[config.mk]
export PLATFORM = sky130hd
export DESIGN_NAME = quad_encoder_gen
export DESIGN_NICKNAME = d
export VERILOG_FILES = /design/src/rtl/quad_encoder_gen.sv
export SDC_FILE = /design/constraint.sdc
export NUM_CORES = 1
export LEC_CHECK = 0
export ABC_AREA = 1
export BUFFER_PORTS_ARGS = -buffer_cell sky130_fd_sc_hd__buf_2
export CELL_PAD_IN_SITES_DETAIL_PLACEMENT = 0
export CELL_PAD_IN_SITES_GLOBAL_PLACEMENT = 2
export CORE_AREA = 2 2 181 183
export DETAILED_ROUTE_END_ITERATION = 12
export DIE_AREA = 0 0 183 185
export PLACE_DENSITY = 0.87
export SETUP_SLACK_MARGIN = 0.1
export SLEW_MARGIN = 20
export SYNTH_ARGS = -nofsm -noshare
export SYNTH_HDL_FRONTEND = slang
export SYNTH_SLANG_ARGS = --single-unit
[constraint.sdc]
create_clock -name clk -period 2.3 [get_ports clk]
set_clock_uncertainty 0.1 [all_clocks]
set_input_delay 0.46 -clock clk [delete_from_list [all_inputs] [get_ports clk]]
set_output_delay 0.46 -clock clk [all_outputs]
set_load 0.05 [all_outputs]
[src/rtl/quad_encoder_gen.sv]
// Quadrature A/B edge generator: emits a signed number of edges
// at a programmable edge period, with start/busy/done handshake.
module quad_encoder_gen #(
    parameter int COUNT_W = 32,
    parameter int DIV_W   = 16
) (
    input  logic               clk,
    input  logic               reset,
    input  logic               start,
    input  logic [COUNT_W-1:0] steps,
    input  logic [DIV_W-1:0]   period,
    input  logic               abort,
    output logic               quadA,
    output logic               quadB,
    output logic               busy,
    output logic               done,
    output logic [COUNT_W-1:0] position
);

    typedef enum logic {IDLE, RUN} state_t;

    localparam logic [COUNT_W-1:0] CNT_ONE = COUNT_W'(1);
    localparam logic [DIV_W-1:0]   DIV_ONE = DIV_W'(1);

    state_t             state;
    logic [DIV_W-1:0]   timer;
    logic [DIV_W-1:0]   reload;
    logic [COUNT_W-1:0] remaining;
    logic               dir_neg;
    logic               zero_pend;

    logic [COUNT_W-1:0] mag;
    logic [DIV_W-1:0]   per_m1;

    // Magnitude is unsigned, so the most negative command yields 2^(W-1) edges.
    assign mag    = steps[COUNT_W-1] ? (~steps + CNT_ONE) : steps;
    assign per_m1 = (period == '0) ? '0 : (period - DIV_ONE);

    always_ff @(posedge clk) begin
        if (reset) begin
            state     <= IDLE;
            timer     <= '0;
            reload    <= '0;
            remaining <= '0;
            dir_neg   <= 1'b0;
            zero_pend <= 1'b0;
            quadA     <= 1'b0;
            quadB     <= 1'b0;
            busy      <= 1'b0;
            done      <= 1'b0;
            position  <= '0;
        end else begin
            done      <= zero_pend;
            zero_pend <= 1'b0;
            case (state)
                IDLE: begin
                    if (start) begin
                        if (steps != '0) begin
                            dir_neg   <= steps[COUNT_W-1];
                            remaining <= mag;
                            reload    <= per_m1;
                            timer     <= per_m1;
                            busy      <= 1'b1;
                            state     <= RUN;
                        end else begin
                            zero_pend <= 1'b1;
                        end
                    end
                end
                RUN: begin
                    if (abort) begin
                        busy  <= 1'b0;
                        state <= IDLE;
                    end else if (timer == '0) begin
                        // Gray step: forward (A,B)->(~B,A), reverse (A,B)->(B,~A).
                        if (dir_neg) begin
                            quadA    <= quadB;
                            quadB    <= ~quadA;
                            position <= position - CNT_ONE;
                        end else begin
                            quadA    <= ~quadB;
                            quadB    <= quadA;
                            position <= position + CNT_ONE;
                        end
                        timer     <= reload;
                        remaining <= remaining - CNT_ONE;
                        if (remaining == CNT_ONE) begin
                            busy  <= 1'b0;
                            done  <= 1'b1;
                            state <= IDLE;
                        end
                    end else begin
                        timer <= timer - DIV_ONE;
                    end
                end
                default: state <= IDLE;
            endcase
        end
    end

endmodule

==> results of run 1 <==
[through the flow]
stage | setup TNS [ns] | worst slack, ns | cells | power, mW
floorplan | 0 | 0.142 | 1573 | 3.08
global placement | -0.0363 | -0.0363 | 2070 | 3.53
detailed placement | -0.0544 | -0.0544 | 2070 | 3.54
CTS | 0 | 0.102 | 2086 | 5.16
global route | -0.0179 | -0.0167 | 2087 | 5.46
finish | 0 | 0.135 | 2087 | 5.13
[timing repair]
action	in CTS	in global routing
resized for setup	3	55
buffers inserted	0	1
endpoints found under the setup margin	3	34
pin swaps	0	5
[layout make-up]
type                       instances  area, um^2  share of cell area
clock buffer                      10         229              0.0213
clock inverter                     6        61.3             0.00569
inverter                         211         808              0.0751
multi-input combinational       1215        6220               0.577
sequential                       103        2060               0.192
tap                              408         510              0.0474
timing repair buffer             134         876              0.0813
[synthesized netlist by cell type (2+ instances only)]
cell type	count	area, um^2
a211oi_1	2	15.0
a21o_1	2	15.0
a21oi_1	93	465
and2_1	2	12.5
and3_1	2	12.5
buf_1	3	11.3
buf_2	7	35.0
buf_4	3	22.5
buf_6	9	101
clkbuf_1	21	78.8
clkinv_1	2	7.51
dfxtp_1	103	2060
ha_1	37	463
inv_1	199	747
inv_2	9	33.8
nand2_1	401	1510
nand2_2	3	18.8
nand3_1	156	781
nand4_1	23	144
nor2_1	238	893
nor2_2	11	68.8
nor2_4	6	67.6
nor2_8	2	40.0
nor3_1	15	75.1
nor3_2	3	30.0
nor4_1	4	25.0
o211ai_1	9	67.6
o21a_1	16	120
o21ai_0	74	370
o21ai_1	40	200
o21bai_1	15	113
o22ai_1	7	43.8
or2_2	5	31.3
xnor2_1	13	114
xor2_1	26	228
[logic make-up (layout without fill, tap and decap cells)]
group	Yosys count	in the layout	synth area share
simple gates	875	875	0.410
flops	103	103	0.226
xor+xnor	39	39	0.0374
fa+ha+maj	38	38	0.0528
compound gates	263	263	0.159
buf+inv	255	361	0.116
[per-layer routing]
| layer | wire length (um) | up-vias | share of wire |
|---|---|---|---|
| met5 | 0 | - | 0 |
| met4 | 578 | 0 | 0.020 |
| met3 | 955 | 33 | 0.032 |
| met2 | 14100 | 159 | 0.48 |
| met1 | 13900 | 4560 | 0.47 |
| li1 | - | 5273 | - |
[worst reg2reg max path, stage by stage (launching register included)]
cell,delay (ns)
dfxtp_2,0.35
buf_12,0.16
ha_1,0.38
nand2_1,0.12
nor2_2,0.22
and2_1,0.15
nand2_1,0.05
nand2_1,0.15
nand2_1,0.12
nand3_1,0.08
nand3_1,0.08
nand2_1,0.07
inv_1,0.03
[power breakdown]
group	switching, mW	internal [mW]	total, mW
combinational	0.987	0.539	1.53
sequential	0.118	1.89	2.01
clock	0.829	0.766	1.59
total	1.93	3.20	5.13
[worst paths after layout]
check,cells after the start,start,slack (ns),to
max,12,dir_neg$_SDFFE_PP0P_,0.14,position[24]$_SDFFE_PP0P_
min,4,steps[26],0.33,zero_pend$_SDFF_PP0_
max reg2reg,12,dir_neg$_SDFFE_PP0P_,0.14,position[24]$_SDFFE_PP0P_
min reg2reg,2,reload[13]$_SDFFE_PP0P_,0.36,reload[13]$_SDFFE_PP0P_
[flip-flops by register name, indices dropped and copies added (netlist names)]
| signal | flops |
|---|---|
| quadB | 1 |
| quadA | 1 |
| timer | 16 |
| remaining | 32 |
| zero_pend | 1 |
| position | 32 |
| done | 1 |
| state | 1 |
| dir_neg | 1 |
| reload | 16 |
| busy | 1 |
[placed cells by master (no fill, tap or decap), types with 3 or more instances in the layout]
cell	netlist	routed
a21oi_1	93	80
a21oi_2	1	14
buf_12	0	7
buf_2	7	87
buf_4	3	40
clkbuf_16	0	9
dfxtp_1	103	101
ha_1	37	30
ha_4	0	5
inv_1	199	198
inv_2	9	10
nand2_1	401	388
nand2_2	3	15
nand3_1	156	156
nand4_1	23	23
nor2_1	238	233
nor2_2	11	15
nor2_4	6	7
nor3_1	15	15
nor4_1	4	3
o211ai_1	9	9
o21a_1	16	16
o21ai_0	74	69
o21ai_1	40	45
o21bai_1	15	14
o22ai_1	7	7
or2_2	5	4
xnor2_1	13	13
xor2_1	26	26
==> flow_summary.yaml, run 1 <==
critical_path:
  critical_path.n_buffers_inverters: 2
  data_arrival_time_of_the_critical_path_ns: 2.32
  crit_path_top_delay_cell: "ha_1"
  max_stage_delay_ns: 0.37
  worst_setup_path_start_kind: "flip-flop"
  critical_path.endpoint_type: "flip-flop"
  crit_path_frequent_cell: "nand2_1"
  worst-setup-path-type: "flip-flop to flip-flop"
  critPathTopFamily: "simple AND/OR/NAND/NOR gates"
  crit_fanout: 21
  worstPathCellList: "buf_12, ha_1, nand2_1, nor2_2, and2_1, nand2_1, nand2_1, nand2_1, nand3_1, nand3_1, nand2_1, inv_1"
  worst_path_required_time_ns: 2.46
yosys:
  count_of_yosys_warnings_during_synthesis: 0
  synth_edf_count: 0
  ys_seq_elements: 103
  synthesis.area_per_instance_um2: 5.81
  postSynthCellCount: 1573
  cell_variety_after_synth: 47
  synth_async_reset_ratio: 0
  syn-num-nets: 1663
  postSynth.topFlopCell: "dfxtp_1"
  share_of_synthesized_area_occupied_by_flip_flops_and_latches: 0.226
  synthesis.area_um2: 9140
placement:
  io_buffers: 87
  placement.cell_area_um2: 10300
  routabilityCongestion: 0.907
  place_hpwl_um: 22900
sta:
  final.period_utilization: 0.941
  final.hold.worst_slack_ns: 0.334
  max_slew.worst_pin.slew_ns: 0.543
  maxClockFrequency_ghz: 0.462
  worst_slew_margin_rel: 0.638
  rsz0062_at_grt: "true"
  number_of_pins_exceeding_their_max_slew_limit_in_the_final_report: 0
  finalHoldViolCount: 0
  layout_min_cycle_time_ns: 2.16
  setup-violations-final: 0
pwr:
  pwr_density_cell_nw_per_um2: 477
  power_leakage_nw: 5.33
  ir_drop_v: 0.000320
drt:
  postRouteAntennaNets: 0
  post_drt_via_cell_ratio: 4.80
  num_vias: 10000
  drt_pre_antenna_iters: 5
  route.detailed.drc: 0
  drt_wl_total_um: 29400
  drt-wirelength-per-cell_um: 14.1
  detailedRoute.firstIterationViolations: 582
global_routing:
  number_of_antenna_violations_at_the_first_check_in_global_routing: 0
  globalRouteMet2Util: 0.309
  grt_max_degree: 68
  wire_length_of_the_first_global_routing_pass_um: 47700
  use_met1: 0.222
  grt_busiest_layer: "met2"
  number_of_global_route_vias_before_repair: 9586
  met3_routing_resource_usage_after_global_routing: 0.0263
  grt_total_ovfl: 0
  grt_usage: 0.175
cts:
  cts_inserted_buffers: 9
  cts_max_path_buffers: 2
  clock_tree_from_tritoncts: "yes"
  clock_insertion_delay_worst_skew_ns: 0.36
  clock-sinks: 103
  cts.htree.levels: 3
  clk_pin_slew_ns: 0.08
  root_buffer: "clkbuf_16"
  hold_buffers: 0
floorplan:
  design.die.area_um2: 33900
  fp.dieH_um: 185
  ioPinCount: 88
  placement_rows: 66
  core_area_um2: 32000
  floorplan.initialDensity: 0.285
  die_width_um: 183
final_layout:
  post_route_utilization: 0.336
  layout-area-overhead-vs-synth_pct: 17.8
  num-nets-final: 1764
  design_area_um2: 10800
  fillerInstances: 3597
  antenna-diode-count: 0
  drive_above_1_share: 0.141
flow_run:
  max-cap-violations: 0
run_status:
  run_status: "completed"
min_path:
  hold_path.class: "input pin to flip-flop"
Note: power is estimated with default switching activity, not from simulation.
==> inputs of run 2 (changes only) <==
--- a/config.mk
+++ b/config.mk
@@ -10,6 +10,7 @@
 export CELL_PAD_IN_SITES_DETAIL_PLACEMENT = 0
 export CELL_PAD_IN_SITES_GLOBAL_PLACEMENT = 2
 export CORE_AREA = 2 2 181 183
+export CTS_BUF_LIST = sky130_fd_sc_hd__clkbuf_2
 export DETAILED_ROUTE_END_ITERATION = 12
 export DIE_AREA = 0 0 183 185
 export PLACE_DENSITY = 0.87
==> run 2 against run 1 <==
Against the previous run: sequential share of layout area shrank 0.97 points; worst hold slack lost 0.28 ns; die area is the same; clock-buffer cell count is the same; global-route usage grew 0.080 points; first-iteration DRC count grew 6.4%; sequential power is essentially flat; maximum frequency shrank 0.94%; non-clock buffer count grew 35; worst setup slack lost 0.021 ns; critical endpoint is now position[16]$_SDFFE_PP0P_; largest cell class unchanged.
==> flow_summary.yaml, run 2 (synthesis results as in run 1) <==
run_status:
  run_status: "completed"
critical_path:
  worst_r2r_endpoint: "position[16]$_SDFFE_PP0P_"
  data_arrival_time_of_the_critical_path_ns: 2.71
  ff2ff_setup_slack_ns: 0.11
  worst_setup_path_start_kind: "flip-flop"
  ff2ff_path_depth: 11
  worst-setup-path-type: "flip-flop to flip-flop"
  worst_path_required_time_ns: 2.82
  r2r-start: "dir_neg$_SDFFE_PP0P_"
  critical_path.endpoint_type: "flip-flop"
  crit_fanout: 5
placement:
  placed_cells_incl_taps: 2070
  placement.cell_area_um2: 10300
  place_hpwl_um: 22900
  io_buffers: 87
  routabilityCongestion: 0.907
global_routing:
  grt_usage: 0.176
  number_of_antenna_violations_at_the_first_check_in_global_routing: 1
  grt_max_degree: 68
  number_of_global_route_vias_before_repair: 9661
  wire_length_of_the_first_global_routing_pass_um: 47900
  grt_total_ovfl: 0
sta:
  final.period_utilization: 0.950
  rsz0062_at_grt: "true"
  setup-violations-final: 0
  final.hold.worst_slack_ns: 0.0525
  max_slew.worst_pin.slew_ns: 0.561
  layout_min_cycle_time_ns: 2.19
  number_of_pins_exceeding_their_max_slew_limit_in_the_final_report: 0
  worst_slew_margin_rel: 0.626
  maxClockFrequency_ghz: 0.458
  timing.setup.tns_ns: 0
  finalHoldViolCount: 0
drt:
  postRouteAntennaNets: 0
  drt_wl_total_um: 30700
  drt_pre_antenna_iters: 5
  drt-wirelength-per-cell_um: 14.5
  route.detailed.drc: 0
  post_drt_via_cell_ratio: 4.85
  num_vias: 10300
  detailedRoute.firstIterationViolations: 619
floorplan:
  floorplan.initialDensity: 0.285
  die_width_um: 183
  design.die.area_um2: 33900
  placement_rows: 66
  core_area_um2: 32000
  fp.dieH_um: 185
  ioPinCount: 88
final_layout:
  final_standard_cell_count_with_taps_included_and_fillers_excluded: 2124
  layout.cells.most_common_list: "nand2_1, nor2_1, inv_1"
  design_area_um2: 11400
  post_route_utilization: 0.354
  layout_commonest_cell: "nand2_1"
  layout-area-overhead-vs-synth_pct: 24.2
  drive_above_1_share: 0.193
  biggestRegsByFlops: "position x32, remaining x32"
  num-nets-final: 1799
cts:
  clock_tree_from_tritoncts: "yes"
  cts_max_path_buffers: 2
  clk_pin_slew_ns: 0.36
  cts.htree.levels: 3
  root_buffer: "clkbuf_2"
  cts_inserted_buffers: 9
  clock-sinks: 103
  clock_insertion_delay_worst_skew_ns: 0.68
min_path:
  worst_hold_startpoint: "period[11]"
  whs_path_depth: 4
  worstHoldEndpoint: "reload[11]$_SDFFE_PP0P_"
  hold_path.class: "input pin to flip-flop"
pwr:
  ir_drop_v: 0.000255
  pwr_density_cell_nw_per_um2: 405
  power_leakage_nw: 5.49
flow_run:
  max-cap-violations: 0
run 2: cell count changes in the layout (fill, tap and decap cells not counted), moves of 7 or more:
cell | previous run | this run
ha_1 | 30 | 18
nand2_2 | 15 | 35
nor2_2 | 15 | 28
a21oi_2 | 14 | 22
nand2_1 | 388 | 359
dlygate4sd3_1 | 0 | 18
a21oi_1 | 80 | 71
nor2_1 | 233 | 219
clkbuf_2 | 0 | 10
ha_4 | 5 | 15
nand2_4 | 1 | 10
buf_4 | 40 | 50
clkbuf_16 | 9 | 2
run 2: per-stage QoR:
| stage | setup slack, ns | power, mW |
|---|---|---|
| floorplan | 0.142 | 3.08 |
| global placement | -0.0363 | 3.53 |
| detailed placement | -0.0544 | 3.54 |
| CTS | 0.0887 | 4.54 |
| global route | -0.0105 | 4.92 |
| finish | 0.115 | 4.59 |
run 2: per-layer routing:
metal | vias up | wire length, um | global-route usage
met5 | - | 0 | 0
met4 | 0 | 529 | 0.0512
met3 | 32 | 1130 | 0.0263
met2 | 178 | 15000 | 0.309
met1 | 4741 | 14100 | 0.222
li1 | 5340 | - | -
run 2: how the worst max path moves through the flow:
stage | slack, ns | endpoint | from
4_1_cts | 0.09 | position[28]$_SDFFE_PP0P_ | dir_neg$_SDFFE_PP0P_
6_report | 0.11 | position[16]$_SDFFE_PP0P_ | dir_neg$_SDFFE_PP0P_
2_1_floorplan | 0.14 | position[23]$_SDFFE_PP0P_ | dir_neg$_SDFFE_PP0P_
3_5_place_dp | -0.05 | remaining[31]$_SDFFE_PP0P_ | steps[0]
3_3_place_gp | -0.04 | remaining[31]$_SDFFE_PP0P_ | steps[0]
5_1_grt | -0.01 | position[29]$_SDFFE_PP0P_ | dir_neg$_SDFFE_PP0P_
run 2: what timing repair did:
| item | CTS | global route |
|---|---|---|
| endpoints found under the hold margin | 17 | 0 |
| cloned | 0 | 3 |
| setup buffers | 0 | 15 |
| pin swaps | 0 | 36 |
| gates resized for setup | 12 | 149 |
| hold buffers | 18 | 0 |
| setup endpoints to repair | 7 | 46 |
run 2: power by group:
part	switching (mW)	internal, mW
sequential	0.119	1.90
clock	0.766	0.177
combinational	1.02	0.606
run 2: final cells by class:
class,count,area [um^2]
Clock buffer,10,50.0
Fill cell,3559,20700
Timing Repair Buffer,169,1250
Antenna cell,2,5.00
Clock inverter,6,61.3
Tap cell,408,510
Inverter,211,808
Multi-Input combinational cell,1215,6600
Sequential cell,103,2070
run 2: critical path: stages (launching register included):
cell       delay [ns]
dfxtp_4          0.45
buf_12           0.13
clkbuf_16        0.16
ha_4             0.24
a21oi_2          0.19
o21ai_2          0.11
a21oi_1          0.22
nand2_4          0.10
buf_4            0.14
xor2_1           0.13
o21bai_1         0.12
inv_1            0.04
==> inputs of run 3 (changes only) <==
--- a/config.mk
+++ b/config.mk
@@ -5,14 +5,14 @@
 export SDC_FILE = /design/constraint.sdc
 export NUM_CORES = 1
 export LEC_CHECK = 0
-export ABC_AREA = 1
 export BUFFER_PORTS_ARGS = -buffer_cell sky130_fd_sc_hd__buf_2
 export CELL_PAD_IN_SITES_DETAIL_PLACEMENT = 0
 export CELL_PAD_IN_SITES_GLOBAL_PLACEMENT = 2
-export CORE_AREA = 2 2 181 183
+export CORE_AREA = 2 2 157 159
 export CTS_BUF_LIST = sky130_fd_sc_hd__clkbuf_2
+export CTS_CLUSTER_DIAMETER = 80
 export DETAILED_ROUTE_END_ITERATION = 12
-export DIE_AREA = 0 0 183 185
+export DIE_AREA = 0 0 159 161
 export PLACE_DENSITY = 0.87
 export SETUP_SLACK_MARGIN = 0.1
 export SLEW_MARGIN = 20
==> run 3 against run 2 <==
Against the previous run: the flow now finishes with violations (negative setup slack); combinational power up 17%; clock power is 0.4% higher; total power grew 5.8%; flip-flop and latch count is the same; utilization grew 16 points; synthesized cell count decreased by 36%; via count shrank 16%; die area down 24%; largest cell class unchanged; largest power group unchanged; highest routed layer unchanged.
==> flow_summary.yaml, run 3 <==
run_status:
  run_status: "complete, but fails checks"
  failed_checks: "negative setup slack"
drt:
  num_vias: 8652
  drt-wirelength-per-cell_um: 15.8
  post_drt_via_cell_ratio: 5.20
  route.detailed.drc: 0
  drt_wl_total_um: 26300
  detailedRoute.firstIterationViolations: 521
  drt_pre_antenna_iters: 5
  postRouteAntennaNets: 0
yosys:
  synth.most_common_cell: "nand2_1"
  synthesis.area_per_instance_um2: 7.54
  synthesis.area_um2: 7530
  syn-num-nets: 1089
  synth_async_reset_ratio: 0
  ys_seq_elements: 103
  synth.largest_area_cell: "dfxtp_1"
  count_of_yosys_warnings_during_synthesis: 0
  post-synth-top-area-fraction: 0.274
  postSynthCellCount: 999
  share_of_synthesized_area_occupied_by_flip_flops_and_latches: 0.274
  postSynth.topFlopCell: "dfxtp_1"
  synth.top_cells.by_count: "nand2_1, dfxtp_1, a21oi_1"
  post_synth_main_area_contributors: "dfxtp_1, nand2_1, a21oi_1"
  synth_edf_count: 0
  cell_variety_after_synth: 68
cts:
  clk_pin_slew_ns: 0.36
  clock_insertion_delay_worst_skew_ns: 0.68
  cts_inserted_buffers: 9
  cts.htree.levels: 3
  clock-sinks: 103
  root_buffer: "clkbuf_2"
  clock_tree_from_tritoncts: "yes"
  cts_max_path_buffers: 2
pwr:
  power_leakage_nw: 5.27
  overall_power_mw: 4.86
  ir_drop_v: 0.000300
  pwr_density_cell_nw_per_um2: 391
critical_path:
  crit_start: "dir_neg$_SDFFE_PP0P_"
  worst_r2r_endpoint: "position[31]$_SDFFE_PP0P_"
  critical_path.n_buffers_inverters: 2
  worst_path_required_time_ns: 2.79
  worst_setup_path_start_kind: "flip-flop"
  r2r-start: "dir_neg$_SDFFE_PP0P_"
  worst-path-stages: 12
  data_arrival_time_of_the_critical_path_ns: 3.37
  ff2ff_setup_slack_ns: -0.58
  crit_fanout: 7
  critical_path.endpoint_type: "flip-flop"
  crit_path_top_delay_cell: "dfxtp_4"
  ff2ff_path_depth: 12
  max_stage_delay_ns: 0.43
  worst_setup_path_endpoint: "position[31]$_SDFFE_PP0P_"
  worstPathCellList: "buf_12, buf_12, ha_4, a21o_1, a31o_2, a211oi_2, o31a_1, o31a_1, o211ai_1, a41oi_2, mux2i_1, mux2_2"
  critPathTopFamily: "compound AO/OA/AOI/OAI gates"
  worst-setup-path-type: "flip-flop to flip-flop"
final_layout:
  layout-area-overhead-vs-synth_pct: 65.0
  fillerInstances: 2278
  post_route_utilization: 0.519
  ff_latch_area_um2: 2090
  design_area_um2: 12400
  num-nets-final: 1424
  layout_commonest_cell: "buf_4"
  layout.cells.most_common_list: "buf_4, nand2_1, buf_2"
  biggestRegsByFlops: "position x32, remaining x32"
  final_standard_cell_count_with_taps_included_and_fillers_excluded: 1664
  multi_input_comb_area_um2: 6550
  drive_above_1_share: 0.486
global_routing:
  grt_total_ovfl: 0
  grt_usage: 0.199
  wire_length_of_the_first_global_routing_pass_um: 42000
  grt_max_degree: 53
  number_of_antenna_violations_at_the_first_check_in_global_routing: 1
  number_of_global_route_vias_before_repair: 8459
sta:
  rsz0062_at_grt: "true"
  layout_min_cycle_time_ns: 2.88
  max_slew.worst_pin.slew_ns: 0.568
  finalHoldViolCount: 0
  worst_slew_margin_rel: 0.621
  setup_slack_ns: -0.582
  final.hold.worst_slack_ns: 0.0853
  final.period_utilization: 1.25
  timing.setup.tns_ns: -32.90
  number_of_pins_exceeding_their_max_slew_limit_in_the_final_report: 0
  maxClockFrequency_ghz: 0.347
  setup-violations-final: 101
placement:
  routabilityCongestion: 0.840
  place_hpwl_um: 17500
  io_buffers: 87
  placement.cell_area_um2: 10400
  placement.setup.worst_slack_ns: -1.23
  placed_cells_incl_taps: 1590
floorplan:
  fp.dieH_um: 161
  ioPinCount: 88
  die_width_um: 159
  core_area_um2: 24000
  floorplan.initialDensity: 0.314
  placement_rows: 57
  design.die.area_um2: 25600
flow_run:
  max-cap-violations: 0
min_path:
  hold_path.class: "input pin to flip-flop"
==> run 3: layout make-up <==
class                   count  share of cell area
flip-flops and latches    103               0.168
diodes                      1            0.000201
clock inverters             7             0.00503
multi-input cells         818               0.527
repair buffers            382               0.257
inverters                  20             0.00604
clock buffers               9             0.00362
well taps                 324              0.0326
==> run 3: power by group <==
part           switching (mW)  internal (mW)
logic                   0.983          0.922
clock network           0.772          0.174
registers               0.110           1.90
total                    1.87           2.99
==> run 3: worst min-delay path by stage <==
stage / end / slack [ns] / depth (start not counted) / startpoint
5_1_grt: zero_pend$_SDFF_PP0_ / 0.02 / 4 / steps[31]
2_1_floorplan: done$_SDFF_PP0_ / 0.34 / 1 / zero_pend$_SDFF_PP0_
6_report: remaining[31]$_SDFFE_PP0P_ / 0.09 / 6 / steps[30]
3_5_place_dp: reload[3]$_SDFFE_PP0P_ / 0.35 / 2 / reload[3]$_SDFFE_PP0P_
3_3_place_gp: reload[3]$_SDFFE_PP0P_ / 0.34 / 2 / reload[3]$_SDFFE_PP0P_
4_1_cts: remaining[31]$_SDFFE_PP0P_ / 0.02 / 6 / steps[30]
==> run 3: logic make-up after synthesis <==
| family | synth area share |
|---|---|
| mux | 0.00947 |
| buf+inv | 0.0452 |
| flops | 0.274 |
| fa+ha+maj | 0.0641 |
| xor+xnor | 0.0872 |
| compound gates | 0.279 |
| simple gates | 0.241 |
==> run 3: timing repair <==
action                                  in CTS  in global routing
setup buffers                               36                  9
endpoints found under the setup margin     101                103
hold endpoints to repair                     4                  0
hold buffers                                 2                  0
resized for setup                          160                113
cloned                                      14                  0
pin swaps                                   66                 78
==> run 3: metal layers <==
| layer | global-route usage | share of wire | vias up |
|---|---|---|---|
| met2 | 0.369 | 0.51 | 148 |
| met5 | 0 | 0 | - |
| li1 | - | - | 4351 |
| met3 | 0.0241 | 0.030 | 24 |
| met1 | 0.247 | 0.45 | 4129 |
| met4 | 0.0426 | 0.011 | 0 |
==> run 3: worst reg2reg max path: stages (launching register included) <==
cell	delay, ns
dfxtp_4	0.43
buf_12	0.15
buf_12	0.13
ha_4	0.15
a21o_1	0.18
a31o_2	0.22
a211oi_2	0.19
o31a_1	0.21
o31a_1	0.16
o211ai_1	0.16
a41oi_2	0.18
mux2i_1	0.22
mux2_2	0.35
